## src/rtl/xor_share_pkg.sv

```systemverilog
// Shared types and constants for the round-robin Xor sharing arbiter.
package xor_share_pkg;

    typedef enum logic [1:0] {
        IDLE = 2'd0,
        EXEC = 2'd1,
        RESP = 2'd2
    } state_t;

    localparam int          OP_COUNT_W   = 16;
    localparam logic [15:0] OP_COUNT_MAX = 16'hFFFF;

endpackage

```

## src/rtl/Xor.sv

```systemverilog
// Single-bit Xor datapath cell shared by all requesters.
module Xor (
    input  logic a,
    input  logic b,
    output logic c
);

    assign c = a ^ b;

endmodule

```

## src/rtl/xor_rr_pick.sv

```systemverilog
// Combinational round-robin picker: first valid request at or after ptr, wrapping.
module xor_rr_pick #(
    parameter int N_REQ = 4,
    parameter int ID_W  = $clog2(N_REQ)
) (
    input  logic [N_REQ-1:0] req,
    input  logic [ID_W-1:0]  ptr,
    output logic [N_REQ-1:0] gnt,
    output logic [ID_W-1:0]  gnt_id,
    output logic             any
);

    logic [31:0] idx;

    // Walk the search order backwards so the last hit is the highest priority.
    always_comb begin
        gnt    = '0;
        gnt_id = '0;
        any    = 1'b0;
        idx    = '0;
        for (int k = N_REQ - 1; k >= 0; k--) begin
            idx = (32'(ptr) + 32'(k)) % 32'(N_REQ);
            if (req[idx[ID_W-1:0]]) begin
                gnt_id = idx[ID_W-1:0];
                any    = 1'b1;
            end
        end
        if (any) begin
            gnt[gnt_id] = 1'b1;
        end
    end

endmodule

```

## src/rtl/xor_share_arbiter.sv

```systemverilog
// Round-robin arbiter granting N_REQ requesters shared access to WIDTH Xor cells.
module xor_share_arbiter
    import xor_share_pkg::*;
#(
    parameter int N_REQ = 4,
    parameter int WIDTH = 1,
    localparam int ID_W = $clog2(N_REQ)
) (
    input  logic                   clk,
    input  logic                   rst,
    input  logic [N_REQ-1:0]       req_valid,
    input  logic [N_REQ*WIDTH-1:0] req_a,
    input  logic [N_REQ*WIDTH-1:0] req_b,
    output logic [N_REQ-1:0]       req_ready,
    output logic                   rsp_valid,
    output logic [ID_W-1:0]        rsp_id,
    output logic [WIDTH-1:0]       rsp_c,
    input  logic                   rsp_ready,
    output logic                   busy,
    output logic [OP_COUNT_W-1:0]  op_count
);

    state_t           state;
    state_t           state_next;
    logic [ID_W-1:0]  ptr;
    logic [WIDTH-1:0] opa;
    logic [WIDTH-1:0] opb;
    logic [WIDTH-1:0] xor_c;
    logic [N_REQ-1:0] gnt;
    logic [ID_W-1:0]  gnt_id;
    logic             any;
    logic             accept;

    xor_rr_pick #(
        .N_REQ(N_REQ),
        .ID_W (ID_W)
    ) u_pick (
        .req   (req_valid),
        .ptr   (ptr),
        .gnt   (gnt),
        .gnt_id(gnt_id),
        .any   (any)
    );

    for (genvar i = 0; i < WIDTH; i++) begin : g_xor
        Xor u_xor (
            .a(opa[i]),
            .b(opb[i]),
            .c(xor_c[i])
        );
    end

    // The picker only grants a valid requester, so a grant in IDLE is an acceptance.
    assign req_ready = (state == IDLE) ? gnt : '0;
    assign accept    = (state == IDLE) && any;

    always_comb begin
        state_next = state;
        case (state)
            IDLE:    if (any) state_next = EXEC;
            EXEC:    state_next = RESP;
            RESP:    if (rsp_ready) state_next = IDLE;
            default: state_next = IDLE;
        endcase
    end

    always_ff @(posedge clk or posedge rst) begin
        if (rst) begin
            state     <= IDLE;
            ptr       <= '0;
            opa       <= '0;
            opb       <= '0;
            rsp_id    <= '0;
            rsp_c     <= '0;
            rsp_valid <= 1'b0;
            busy      <= 1'b0;
            op_count  <= '0;
        end else begin
            state     <= state_next;
            rsp_valid <= (state_next == RESP);
            busy      <= (state_next != IDLE);
            if (accept) begin
                opa    <= req_a[gnt_id*WIDTH +: WIDTH];
                opb    <= req_b[gnt_id*WIDTH +: WIDTH];
                rsp_id <= gnt_id;
                ptr    <= (gnt_id == ID_W'(N_REQ - 1)) ? '0 : gnt_id + 1'b1;
            end
            if (state == EXEC) begin
                rsp_c <= xor_c;
            end
            if ((state == RESP) && rsp_ready && (op_count != OP_COUNT_MAX)) begin
                op_count <= op_count + 1'b1;
            end
        end
    end

endmodule
```

## config.mk

```make
export PLATFORM = sky130hd
export DESIGN_NAME = xor_share_arbiter
export DESIGN_NICKNAME = d
export VERILOG_FILES = /design/src/rtl/xor_share_pkg.sv /design/src/rtl/Xor.sv /design/src/rtl/xor_rr_pick.sv /design/src/rtl/xor_share_arbiter.sv
export SDC_FILE = /design/constraint.sdc
export NUM_CORES = 1
export LEC_CHECK = 0
export ABC_AREA = 1
export ABC_CLOCK_PERIOD_IN_PS = 5200
export BUFFER_PORTS_ARGS = -buffer_cell sky130_fd_sc_hd__clkbuf_2
export CORE_MARGIN = 2
export CORE_UTILIZATION = 56
export CTS_CLUSTER_SIZE = 20
export DETAILED_ROUTE_END_ITERATION = 7
export PLACE_DENSITY = 0.84
export SLEW_MARGIN = 30
export SYNTH_ARGS = -nofsm -noshare
export SYNTH_HDL_FRONTEND = slang
export SYNTH_SLANG_ARGS = --single-unit
```

## constraint.sdc

```tcl
create_clock -name clk -period 5.2 [get_ports clk]
set_input_delay 1.04 -clock clk [delete_from_list [all_inputs] [get_ports clk]]
set_output_delay 1.04 -clock clk [all_outputs]
set_load 0.02 [all_outputs]
```

==> results.ini <==
[clock_tree]
clock_latency_ps=320
cts_tree=done
cts_root_buffer=clkbuf_4
htreeDepth=1
postCtsSetupBuffers=0
holdBufCountCts=0
clk_pin_slew_worst_paths_ps=130
cts_inserted_buffers=3
clock_sinks=27
clock_path_buffers=2
cts_resized=0

[synthesis]
synth_edf_count=0
ys_seq_elements=27
ys.flop_type=dfrtp_1
async_flop_share=1.00
syn_avg_cell_area_sq_um=8.11
synth.area.top_cells=dfrtp_1 (42%), nand2_1 (10%), inv_1 (7.1%)
yosysTopAreaCell=dfrtp_1
synth_area_sq_um=1590
syn-instance-count=196
synthTopCellsByCount=nand2_1 (43), inv_1 (30), dfrtp_1 (27), nor2_1 (19), nand3_1 (18)
synth_fp_nets=216
yosysMostFrequentCell=nand2_1
synth_top_area_frac=0.425
yosys_warnings=0
yosysUniqueCellTypes=25
synth-seq-area-share=0.425

[final_layout]
fillers=251
num_antenna_cells=0
drive_gt1_frac=0.294
nNetsFinal=259
area_delta_synth_final_pct=15.7
fin_area_sq_um=1840
instances_no_fill=269

[floorplanning]
start_util=0.582
num_rows=19
die_area_sq_um=3280
die_h_um=57.3
core-area_sq_um=2730
io_pins=40
die_w_um=57.3

[worst_setup_path]
critPathKind=register to output port
path_max_fanout=11
cp-end-kind=output port
cpMostUsedCell=nand2_1
worstReg2RegEnd=ptr[1]
slowest_delay_ps=670
r2r-start=ptr[0]
crit_slowest_cell=dfrtp_1
start_kind=register
worstPathCellList=inv_1 -> nand2_1 -> nand2_2 -> inv_2 -> nand2_1 -> nand2_1 -> inv_2 -> nand2_1 -> nand2_4 -> nand2_4 -> inv_1 -> ha_1 -> inv_1 -> nor2_1 -> clkbuf_2
cp.buffers_inverters=6
cp.required_ps=4160
r2r_slack_ps=3180
critPathTopFamily=flip-flops
rr_worst_depth=13
critPathArrivalTime_ps=2370

[detailed_routing]
routed_wl_um=2710
drcViolationCount=0
wire_per_inst_um=10.1
viasPerCell=4.85
drtAntennaViolNets=0
vias=1305
first_iter_violations=34
drt_pass1_iterations=4

[place]
globalplace.congestion=0.779
dp_hpwl_um=2180
place_inst=265
numPortBuffers=39
placed_area_sq_um=1810

[run_status]
status=finished, final reports clean

[timing]
setup_viol=0
holdWs_ps=506
setup_tns_ps=0
drv_slew=0
worstMarginPinSlew_ps=528
final_hold_viol_count=0
layout_min_cycle_time_ps=3410
relSlewSlack=0.647
rsz0062_at_grt=false
finalCritPeriodShare=0.656
fin_skew_ps=2.94
fmax_mhz=293

[global_routing]
grt_pass1_wl_um=5120
grt_max_degree=28
grt_pass1_vias=1220
overflow=0
grt_antenna_before_repair=0
globalRouteTotalUtil=0.196

[worst_hold_path]
hold_class=register to register
whs_path_depth=2
hold_path.startpoint=rsp_id[1]
min_to=rsp_id[1]

[pwr]
p_leak_nw=1.05
p_per_area_nw_per_um2=556
p_total_mw=1.02
ir_worst_vdd_mv=0.449

[flow_run]
maxCapViolCount=0

worst reg2reg max path: cells and delay by family (launching register included):
kind	cells	cell delay [ps]
AOI/OAI and AO/OA	1	70
adders and majority gates	1	240
DFF	1	670
buffers and inverters	3	270
and+or+nand+nor	8	680
cell usage in the layout (no fill, tap or decap), drive strengths merged:
cell / netlist / routed
nor3: 2 / 2
mux2: 1 / 1
o21bai: 1 / 1
nand2: 51 / 51
mux2i: 1 / 1
nor2: 23 / 23
o21ai: 8 / 8
xor2: 7 / 7
dfrtp: 27 / 27
a21oi: 1 / 1
nand3: 20 / 20
a21boi: 1 / 1
xnor2: 9 / 9
inv: 35 / 35
ha: 5 / 5
clkbuf: 0 / 43
or2: 2 / 2
nand4: 1 / 1
per-stage QoR:
stage	utilization	worst slack (ps)
floorplan	-	1960
global placement	0.663	1840
detailed placement	0.663	1800
CTS	0.673	1790
global route	0.673	1560
finish	0.673	1790
registers in the layout, summed over array words and instances, names as in the netlist:
signal,count
op_count,16
state,2
rsp_id,2
busy,1
ptr,2
rsp_c,1
opa,1
opb,1
rsp_valid,1
routing by layer:
metal / global-route usage / vias to the layer above / wire length [um]
met5: 0 / - / 0
met4: 0.0498 / 0 / 17
met3: 0.0522 / 3 / 140
met2: 0.312 / 27 / 1250
met1: 0.270 / 589 / 1300
li1: - / 686 / -
final cells by class:
type | count | area [sq um] | share of cell area
timing repair buffer | 39 | 195 | 0.106
sequential | 27 | 676 | 0.367
tap | 31 | 38.8 | 0.0211
multi-input combinational | 133 | 772 | 0.420
inverter | 35 | 131 | 0.0714
clock buffer | 4 | 26.3 | 0.0143
power breakdown:
group | internal, mW | leakage (nW) | switching, mW
logic | 0.214 | 0.685 | 0.384
registers | 0.275 | 0.346 | 0.0622
clock network | 0.0301 | 0.0150 | 0.0582
how the worst max path moves through the flow:
stage,from,end,slack (ps),cells after the start
2_1_floorplan,req_valid[3],req_ready[2],1960,14
5_1_grt,ptr[0],req_ready[0],1560,15
3_5_place_dp,req_valid[3],req_ready[2],1800,16
3_3_place_gp,req_valid[3],req_ready[2],1840,16
6_report,ptr[0],req_ready[0],1790,15
4_1_cts,req_valid[3],req_ready[2],1790,16
kinds of logic (layout without fill, tap and decap cells):
group / count (synthesis) / count (layout) / synth area share
xor gates and xnor gates: 16 / 16 / 0.0881
muxes: 2 / 2 / 0.0134
DFF: 27 / 27 / 0.425
and+or+nand+nor: 99 / 99 / 0.295
adders and majority gates: 5 / 5 / 0.0393
buffers and inverters: 36 / 78 / 0.0897
AOI/OAI and AO/OA: 11 / 11 / 0.0496
(Power assumes the default switching activity.)
